`config.mk`:
```
export PLATFORM = sky130hd
export DESIGN_NAME = pong_match_ctrl_flat
export DESIGN_NICKNAME = d
export VERILOG_FILES = /design/src/rtl/pong_match_ctrl_if.sv /design/src/rtl/pong_match_ctrl.sv /design/src/flat_wrapper.sv
export SDC_FILE = /design/constraint.sdc
export NUM_CORES = 1
export LEC_CHECK = 0
export ABC_AREA = 1
export ABC_CLOCK_PERIOD_IN_PS = 1760
export CORE_MARGIN = 5
export CORE_UTILIZATION = 56
export DETAILED_ROUTE_END_ITERATION = 12
export DONT_BUFFER_PORTS = 1
export PLACE_DENSITY = 0.71
export SLEW_MARGIN = 20
export SYNTH_ARGS = -nofsm -noshare
export SYNTH_HDL_FRONTEND = slang
export SYNTH_SLANG_ARGS = --single-unit
export TNS_END_PERCENT = 20
```
`constraint.sdc`:
```
create_clock -name CLOCK_50 -period 1.76 [get_ports CLOCK_50]
set_input_delay 0 -clock CLOCK_50 [delete_from_list [all_inputs] [get_ports CLOCK_50]]
set_output_delay 0 -clock CLOCK_50 [all_outputs]
set_load 0.03 [all_outputs]
```
`src/rtl/pong_match_ctrl_if.sv`:
```
// pong_match_ctrl_if
//   Signal bundle between the match controller, the board inputs and the
//   ball/paddle datapath. Clock and reset are deliberately kept outside the
//   bundle and travel as plain ports.
//
//   Signals:
//     frame_tick   one-cycle pulse per video frame
//     serve        serve key level (already synchronised)
//     miss_left    ball passed the left edge (right player scores)
//     miss_right   ball passed the right edge (left player scores)
//     ball_run     ball datapath advances while high
//     ball_load    one-cycle pulse: recentre the ball
//     serve_dir    direction of next serve, 0 = left, 1 = right
//     left_score   left player score, binary
//     right_score  right player score, binary
//     game_over    high while a finished match is displayed
//     winner       0 = left, 1 = right; valid while game_over
//
//   Modports:
//     slave   - the match controller (consumes inputs, drives status)
//     master  - the surrounding board/datapath (drives inputs)
interface pong_match_ctrl_if;
  logic       frame_tick;
  logic       serve;
  logic       miss_left;
  logic       miss_right;
  logic       ball_run;
  logic       ball_load;
  logic       serve_dir;
  logic [3:0] left_score;
  logic [3:0] right_score;
  logic       game_over;
  logic       winner;

  modport slave (
    input  frame_tick, serve, miss_left, miss_right,
    output ball_run, ball_load, serve_dir, left_score, right_score,
           game_over, winner
  );

  modport master (
    output frame_tick, serve, miss_left, miss_right,
    input  ball_run, ball_load, serve_dir, left_score, right_score,
           game_over, winner
  );
endinterface

```
`src/rtl/pong_match_ctrl.sv`:
```
// pong_match_ctrl
//   Match-sequencing FSM for the Pong datapath. Decides when the ball is
//   held, recentred or running, keeps both scores and detects end of match.
//
//   Ports:
//     CLOCK_50  system clock, all state changes on the rising edge
//     reset     synchronous active-high reset
//     bus       pong_match_ctrl_if.slave (frame_tick, serve, miss_left,
//               miss_right in; ball_run, ball_load, serve_dir, left_score,
//               right_score, game_over, winner out)
//
//   Parameters:
//     WIN_SCORE          points needed to win (1..9)
//     PAUSE_FRAMES       frame ticks spent in the post-point pause
//     AUTO_SERVE_FRAMES  frame ticks in SERVE_WAIT before an automatic serve
//
//   Optional feature macro: PONG_AUTO_SERVE_EN
//     Defined   - SERVE_WAIT counts frame ticks and serves by itself after
//                 AUTO_SERVE_FRAMES ticks unless a real serve comes first.
//     Undefined - SERVE_WAIT waits indefinitely for a serve key edge.
//
//   All outputs are registered.
module pong_match_ctrl #(
  parameter int WIN_SCORE         = 9,
  parameter int PAUSE_FRAMES      = 60,
  parameter int AUTO_SERVE_FRAMES = 180
) (
  input logic              CLOCK_50,
  input logic              reset,
  pong_match_ctrl_if.slave bus
);

  localparam int MAX_FRAMES = (PAUSE_FRAMES > AUTO_SERVE_FRAMES) ?
                              PAUSE_FRAMES : AUTO_SERVE_FRAMES;
  localparam int CNT_W      = $clog2(MAX_FRAMES + 1);

  typedef enum logic [1:0] {
    SERVE_WAIT  = 2'd0,
    RALLY       = 2'd1,
    POINT_PAUSE = 2'd2,
    GAME_OVER   = 2'd3
  } state_t;

  state_t             state_reg, state_next;
  logic               serve_d_reg;
  logic               ball_run_reg, ball_run_next;
  logic               ball_load_reg, ball_load_next;
  logic               serve_dir_reg, serve_dir_next;
  logic [3:0]         left_score_reg, left_score_next;
  logic [3:0]         right_score_reg, right_score_next;
  logic               game_over_reg, game_over_next;
  logic               winner_reg, winner_next;
  logic [CNT_W-1:0]   pause_cnt_reg, pause_cnt_next;
`ifdef PONG_AUTO_SERVE_EN
  logic [CNT_W-1:0]   auto_cnt_reg, auto_cnt_next;
`endif

  logic serve_evt;
  logic auto_fire;
  logic [3:0]       left_inc;
  logic [3:0]       right_inc;
  logic [CNT_W-1:0] pause_inc;

  // serve_d resets to 1 so a key held through reset never counts as an edge.
  assign serve_evt = bus.serve & ~serve_d_reg;
  assign left_inc  = left_score_reg + 4'd1;
  assign right_inc = right_score_reg + 4'd1;
  assign pause_inc = pause_cnt_reg + CNT_W'(1);

  // Auto-serve trigger. The counter is held at zero outside SERVE_WAIT, which
  // makes it start from zero on every entry to SERVE_WAIT.
`ifdef PONG_AUTO_SERVE_EN
  always_comb begin
    auto_cnt_next = '0;
    auto_fire     = 1'b0;
    if (state_reg == SERVE_WAIT) begin
      auto_cnt_next = auto_cnt_reg;
      if (bus.frame_tick) begin
        auto_cnt_next = auto_cnt_reg + CNT_W'(1);
        if (auto_cnt_reg + CNT_W'(1) == CNT_W'(AUTO_SERVE_FRAMES)) begin
          auto_fire = 1'b1;
        end
      end
    end
  end
`else
  assign auto_fire = 1'b0;
`endif

  always_comb begin
    state_next       = state_reg;
    ball_run_next    = ball_run_reg;
    ball_load_next   = 1'b0;          // pulse output, high for one cycle only
    serve_dir_next   = serve_dir_reg;
    left_score_next  = left_score_reg;
    right_score_next = right_score_reg;
    game_over_next   = game_over_reg;
    winner_next      = winner_reg;
    pause_cnt_next   = pause_cnt_reg;

    case (state_reg)
      SERVE_WAIT: begin
        ball_run_next = 1'b0;
        if (serve_evt || auto_fire) begin
          state_next    = RALLY;
          ball_run_next = 1'b1;
        end
      end

      RALLY: begin
        ball_run_next = 1'b1;
        // miss_left wins if both edges are reported in the same cycle.
        if (bus.miss_left) begin
          ball_run_next    = 1'b0;
          serve_dir_next   = 1'b0;
          right_score_next = right_inc;
          if (right_inc == 4'(WIN_SCORE)) begin
            state_next     = GAME_OVER;
            game_over_next = 1'b1;
            winner_next    = 1'b1;
          end else begin
            state_next     = POINT_PAUSE;
            pause_cnt_next = '0;
          end
        end else if (bus.miss_right) begin
          ball_run_next   = 1'b0;
          serve_dir_next  = 1'b1;
          left_score_next = left_inc;
          if (left_inc == 4'(WIN_SCORE)) begin
            state_next     = GAME_OVER;
            game_over_next = 1'b1;
            winner_next    = 1'b0;
          end else begin
            state_next     = POINT_PAUSE;
            pause_cnt_next = '0;
          end
        end
      end

      POINT_PAUSE: begin
        ball_run_next = 1'b0;
        if (bus.frame_tick) begin
          pause_cnt_next = pause_inc;
          if (pause_inc == CNT_W'(PAUSE_FRAMES)) begin
            state_next     = SERVE_WAIT;
            ball_load_next = 1'b1;
          end
        end
      end

      GAME_OVER: begin
        ball_run_next  = 1'b0;
        game_over_next = 1'b1;
        if (serve_evt) begin
          state_next       = SERVE_WAIT;
          left_score_next  = '0;
          right_score_next = '0;
          game_over_next   = 1'b0;
          serve_dir_next   = ~winner_reg;   // loser gets the serve
          ball_load_next   = 1'b1;
        end
      end

      default: begin
        state_next = SERVE_WAIT;
      end
    endcase
  end

  always_ff @(posedge CLOCK_50) begin
    if (reset) begin
      state_reg       <= SERVE_WAIT;
      serve_d_reg     <= 1'b1;
      ball_run_reg    <= 1'b0;
      ball_load_reg   <= 1'b0;
      serve_dir_reg   <= 1'b1;
      left_score_reg  <= '0;
      right_score_reg <= '0;
      game_over_reg   <= 1'b0;
      winner_reg      <= 1'b0;
      pause_cnt_reg   <= '0;
`ifdef PONG_AUTO_SERVE_EN
      auto_cnt_reg    <= '0;
`endif
    end else begin
      state_reg       <= state_next;
      serve_d_reg     <= bus.serve;
      ball_run_reg    <= ball_run_next;
      ball_load_reg   <= ball_load_next;
      serve_dir_reg   <= serve_dir_next;
      left_score_reg  <= left_score_next;
      right_score_reg <= right_score_next;
      game_over_reg   <= game_over_next;
      winner_reg      <= winner_next;
      pause_cnt_reg   <= pause_cnt_next;
`ifdef PONG_AUTO_SERVE_EN
      auto_cnt_reg    <= auto_cnt_next;
`endif
    end
  end

  assign bus.ball_run    = ball_run_reg;
  assign bus.ball_load   = ball_load_reg;
  assign bus.serve_dir   = serve_dir_reg;
  assign bus.left_score  = left_score_reg;
  assign bus.right_score = right_score_reg;
  assign bus.game_over   = game_over_reg;
  assign bus.winner      = winner_reg;

endmodule
```
`src/flat_wrapper.sv`:
```
// flat-port wrapper written by rule: the top's interface ports become plain ports
module pong_match_ctrl_flat 
#(
  parameter int WIN_SCORE         = 9,
  parameter int PAUSE_FRAMES      = 60,
  parameter int AUTO_SERVE_FRAMES = 180
)
  (CLOCK_50, reset, bus_frame_tick, bus_serve, bus_miss_left, bus_miss_right, bus_ball_run, bus_ball_load, bus_serve_dir, bus_left_score, bus_right_score, bus_game_over, bus_winner);
  pong_match_ctrl_if bus_i ();
  input logic CLOCK_50;
  input logic reset;
  input wire logic [$bits(bus_i.frame_tick)-1:0] bus_frame_tick;
  input wire logic [$bits(bus_i.serve)-1:0] bus_serve;
  input wire logic [$bits(bus_i.miss_left)-1:0] bus_miss_left;
  input wire logic [$bits(bus_i.miss_right)-1:0] bus_miss_right;
  output wire logic [$bits(bus_i.ball_run)-1:0] bus_ball_run;
  output wire logic [$bits(bus_i.ball_load)-1:0] bus_ball_load;
  output wire logic [$bits(bus_i.serve_dir)-1:0] bus_serve_dir;
  output wire logic [$bits(bus_i.left_score)-1:0] bus_left_score;
  output wire logic [$bits(bus_i.right_score)-1:0] bus_right_score;
  output wire logic [$bits(bus_i.game_over)-1:0] bus_game_over;
  output wire logic [$bits(bus_i.winner)-1:0] bus_winner;
  assign bus_i.frame_tick = bus_frame_tick;
  assign bus_i.serve = bus_serve;
  assign bus_i.miss_left = bus_miss_left;
  assign bus_i.miss_right = bus_miss_right;
  assign bus_ball_run = bus_i.ball_run;
  assign bus_ball_load = bus_i.ball_load;
  assign bus_serve_dir = bus_i.serve_dir;
  assign bus_left_score = bus_i.left_score;
  assign bus_right_score = bus_i.right_score;
  assign bus_game_over = bus_i.game_over;
  assign bus_winner = bus_i.winner;
  pong_match_ctrl #(.WIN_SCORE(WIN_SCORE), .PAUSE_FRAMES(PAUSE_FRAMES), .AUTO_SERVE_FRAMES(AUTO_SERVE_FRAMES)) u_core (.CLOCK_50(CLOCK_50), .reset(reset), .bus(bus_i));
endmodule
```
======== Word-level counts from Yosys, hierarchy flattened ========
Index checks and enable logic that the tools add are counted.
cells by class
  $add $sub $neg .......................... 3
  equal/unequal tests ..................... 19
  multiplexer cells ....................... 41
  bitwise logic cells ..................... 3
  reduce and logical (&&, ||, !) cells .... 13
operator list
  operator               count
  $mux W8                5
  $mux W1                18
  $mux W4                4
  $pmux W4 S2            2
  $pmux W8 S2            1
  $mux W2                6
  $reduce_and A4 Y1      3
  $reduce_and A5 Y1      2
  $ne A3 B3 Y1 const B   3
  $add A4 B1 Y4 const B  2
  $add A8 B1 Y8 const B  1
  $eq A4 B4 Y1 const B   2
  $eq A8 B6 Y1 const B   1
  $ne A2 B1 Y1 const B   4
  $ne A2 B2 Y1 const B   4
  $pmux W2 S4            1
  $reduce_bool A2 Y1     4
  $ne A3 B2 Y1 const B   2
  $pmux W1 S2            3
  $reduce_and A3 Y1      2
  $eq A2 B2 Y1 const B   2
  $pmux W1 S3            1
  $eq A2 B1 Y1 const B   1
  $logic_not A2 Y1       1
  other kinds (3)        4
word-level totals
  register bits ........................... 24
  bits of input ports ..................... 6
  output and inout port bits .............. 13
  word-level logic and storage cells ...... 89

======== Logic depth before layout (Yosys ltp) ========
  word-level depth ........................ 6
  depth in mapped cells ................... 12
  gate-level depth less buffers ........... 12

======== Least setup slack after synthesis ========
OpenSTA, ideal clock, no wires.
  kind .................................... register to register
  start ................................... register u_core.left_score_reg[1], in the netlist u_core.bus.left_score[1]
  end ..................................... register u_core.pause_cnt_reg[4]
  library setup time ...................... 0.070 ns
  arrival time ............................ 1.536 ns
  required time ........................... 1.690 ns
  path slack .............................. 0.154 ns
  cell stages (with the launch flop) ...... 11
  buffers on the path ..................... 1
  clock period less this slack ............ 1.606 ns
  cells stage by stage .................... dfxtp_1 ha_1 inv_1 nand2_1 nand2_1 nor2_2 nand3_1 nand3_2 buf_6 o21ai_2 a21oi_1
between the ends
  cells in the longest elaborated chain, start to end .. 4
ends and longest elaborated chain
  what                                line                    source
  from (decl)                         pong_match_ctrl.sv:49   logic [3:0] left_score_reg, left_score_next;
  from (signal assigned)              pong_match_ctrl.sv:191  left_score_reg <= left_score_next;
  $add A4 B1 Y4                       pong_match_ctrl.sv:66   assign left_inc = left_score_reg + 4'd1;
  $eq A4 B4 Y1                        pong_match_ctrl.sv:129  if (left_inc == 4'(WIN_SCORE)) begin
  $ne A3 B3 Y1 (no source line)       -
  $reduce_and A5 Y1 (no source line)  -
  to (signal assigned)                pong_match_ctrl.sv:195  pause_cnt_reg <= pause_cnt_next;
  to (decl)                           pong_match_ctrl.sv:53   logic [CNT_W-1:0] pause_cnt_reg, pause_cnt_next;
No other way between the ends.
A chain may end at the register's enable or synchronous reset.

======== Final worst setup path ========
  start ................................... register u_core.state_reg[0]
  end ..................................... register u_core.pause_cnt_reg[4]
between the ends
  cells in the longest elaborated chain, start to end .. 3
  elaborated cells between the ends (all ways) .. 9
  classes of those cells .................. 6 x eq/ne; 1 x mux; 2 x reduce/logical
ends and longest elaborated chain
  what                                                         line                    source
  from (decl)                                                  pong_match_ctrl.sv:44   state_t state_reg, state_next;
  from (signal assigned)                                       pong_match_ctrl.sv:186  state_reg <= state_next;
  $eq A2 B1 Y1 or $eq A2 B2 Y1 (tied branches)                 pong_match_ctrl.sv:101  case (state_reg)
  $ne A3 B3 Y1 (no source line), or another cell as far along  -
  $reduce_and A5 Y1 (no source line)                           -
Several ways; a longest one is shown, not always the timed one.

==> results_dict.tcl <==
set metrics [dict create \
    period_share_pct 95.4 \
    fin_cells 259 \
    slew_viol_final 0 \
    max_freq_ghz 0.595 \
    async_flop_share_pct 0 \
    path_cells "inv_1 -> ha_1 -> inv_1 -> o21ai_1 -> nor2_2 -> nand3_4 -> buf_12 -> o21ai_2 -> a21oi_1" \
    port-buffer-count 0 \
    antenna_found_initial 0 \
    clkLatencyLatePin_ps 310 \
    yosysTopAreaCell "dfxtp_1" \
    top_layer "met4" \
    crit_path_top_delay_cell "dfxtp_1" \
    end_kind "flop" \
    critical_path_arrival_ps 1900 \
    synth.most_common_cell "nand2_1" \
    coreArea_mm2 0.00248 \
    clkPwrFrac_pct 11.0 \
    die_width_um 61.0 \
    vias_per_cell 5.46 \
    root_buffer "clkbuf_4" \
    dpl_cell_area_mm2 0.00156 \
    pwr-share-seq_pct 34.7 \
    drt_iter0_drc 90 \
    grt_pass1_vias 1245 \
    clockBufferDepth 2 \
    setup_violations 0 \
    fin_crit_ps 1680 \
    vdd.ir_drop.worst_v 0.00101 \
    final-hold-violation-count 0 \
    syn_area_mm2 0.00146 \
    slowest_delay_ps 410 \
    wl_per_cell_um 12.7 \
    hpwl_um 2350 \
    grt-ovfl-total 0 \
    finalInstanceArea_mm2 0.00172 \
    crit_family "flip-flops" \
    p_sw_share_pct 46.4 \
    hold_path.class "primary input to flop" \
    syn_inst 208 \
    synthToLayoutAreaGrowth_pct 18.0 \
    status "finished clean" \
    place_inst 246 \
    startpoint_type "flop" \
    grt_pass1_wl_um 5200 \
    drc 0 \
    clk_pin_slew_worst_paths_ps 130 \
    drive_gt1_share_pct 19.7 \
    power_density_mw_per_mm2 1550 \
    htreeDepth 1 \
    path_common_cell "inv_1" \
    wl_met2_um 1570 \
    rows 18 \
    die_h_um 61.0 \
    yosys-top-cells-area "dfxtp_1 (33%), nand2_1 (9.3%), a21oi_1 (8.9%), ha_1 (8.6%), inv_1 (7.7%)" \
    nFillCells 218 \
    largest_reg_flops 8 \
    num_io_pins 19 \
    internal_power_uw 1430 \
    track_usage_pct 18.5 \
    worstMarginPinSlew_ps 530 \
    yosys_warnings 0 \
    critPathBufInv 3 \
    route.met3.wl_um 149 \
    grt_max_degree 17 \
    insertedDiodeCount 0 \
    synth_flop_cell "dfxtp_1" \
    synth-seq-cells 24 \
    cts.sinks 24 \
    combPwrFrac_pct 54.3 \
    wirelength_met1_um 1520 \
    start_util_pct 58.7 \
    ys_top_cells_by_count "nand2_1 (36), inv_1 (30), a21oi_1 (26)" \
    nets 246 \
    fp.dieArea_mm2 0.00372 \
    ant_nets 0 \
    synth-edff-count 0 \
    synthDominantCellAreaShare_pct 33.0 \
    synth.distinct_cells 27 \
    p_sw_uw 1230 \
    slew-limit-headroom_pct 64.5 \
    num_vias 1413 \
    dr.pass1.iters 4 \
    yosysSeqAreaShare_pct 33.0 \
    place.gp.congestion 0.844 \
    syn_area_per_cell_um2 7.00 \
    critical_path_class "flop to flop" \
    crit_required_ps 1980 \
    skew_ps 3.90 \
    syn-num-nets 224 \
    maxCapViolations 0 \
    finalWirelength_um 3280 \
    numCtsBuffers 3 \
    cp_max_fo 7 \
    cellLeakagePower_uw 0.000749 \
    cts_tree "built" \
]
[repair_timing]
item	in CTS	in global routing
pin swaps	0	1
hold endpoints to repair	14	0
endpoints found under the setup margin	6	14
gates resized for setup	1	8
setup buffers	0	3
gates cloned	0	1
hold buffers	5	0
[worst paths after layout]
check / start / to / slack (ps) / depth (start not counted)
max: u_core.state_reg[0]$_SDFFE_PP0P_ / u_core.pause_cnt_reg[4]$_SDFFE_PP0P_ / 80 / 9
min: bus_miss_left / u_core.bus.right_score[3]$_SDFFE_PP0P_ / 2 / 4
max reg2reg: u_core.state_reg[0]$_SDFFE_PP0P_ / u_core.pause_cnt_reg[4]$_SDFFE_PP0P_ / 80 / 9
min reg2reg: u_core.pause_cnt_reg[6]$_SDFFE_PP0P_ / u_core.pause_cnt_reg[6]$_SDFFE_PP0P_ / 510 / 2
[cell usage in the layout (no fill, tap or decap), types with 2 or more instances in the layout]
master and count:
dfxtp_1 22, inv_1 30, o21ai_1 3, inv_2 2, ha_1 9, o21ai_2 3
dlygate4sd3_1 5, nand2_1 36, nand3_2 4, clkbuf_4 3, nand3_1 15, a21oi_1 26
o21ai_0 7, nor2_1 16, a211oi_1 5, nor2_2 7, buf_4 13, nand2_2 4
nand4_1 5
[per-layer routing]
| layer | global-route usage, % | up-vias |
|---|---|---|
| met1 | 23.2 | 646 |
| met5 | 0 | - |
| met3 | 3.19 | 6 |
| met2 | 32.4 | 36 |
| li1 | - | 725 |
| met4 | 5.26 | 0 |
[worst register-to-register path: cells and delay by family, from the launching register on]
family,cells,cell delay [ps]
AO/OA/AOI/OAI,3,270
adder cells (fa/ha/maj),1,230
buffers and inverters,3,330
flip-flops,1,410
AND/OR/NAND/NOR,2,350
[stage by stage]
stage               hold slack [ps]  TNS, ps  util, %  total power, uW  worst slack [ps]
floorplan                      78.5        0        -             1860               154
global placement               70.9        0     62.8             2090              65.5
detailed placement             73.1     -102     62.8             2130             -37.1
CTS                           0.381        0     66.6             2460              47.7
global route                   24.9    -19.3     69.3             2880             -16.5
finish                         1.70        0     69.3             2660              80.3
[final cells by class]
class / count / area (um2) / share of cell area [%]
tap: 30 / 37.5 / 2.19
multi-input combinational: 149 / 866 / 50.4
inverter: 33 / 124 / 7.22
sequential: 24 / 485 / 28.3
timing repair buffer: 19 / 168 / 9.77
clock buffer: 4 / 36.3 / 2.11
[cell families (layout without fill, tap and decap cells)]
family                   count (synthesis)  after routing  share of synthesized area (%)
AND/OR/NAND/NOR                         91             92                           29.5
AO/OA/AOI/OAI                           45             45                           17.3
buffers and inverters                   36             56                           9.89
flip-flops                              24             24                           33.0
adder cells (fa/ha/maj)                 10             10                           8.60
XOR/XNOR                                 2              2                           1.72
[power groups by stage]
stage	Clock [uW]	Combinational, uW	Sequential (uW)
2_1_floorplan	0	867	996
3_3_place_gp	0	1170	913
3_5_place_dp	0	1210	927
4_1_cts	296	1250	914
5_1_grt	324	1610	945
6_report	292	1450	923
(Power assumes the default switching activity.)
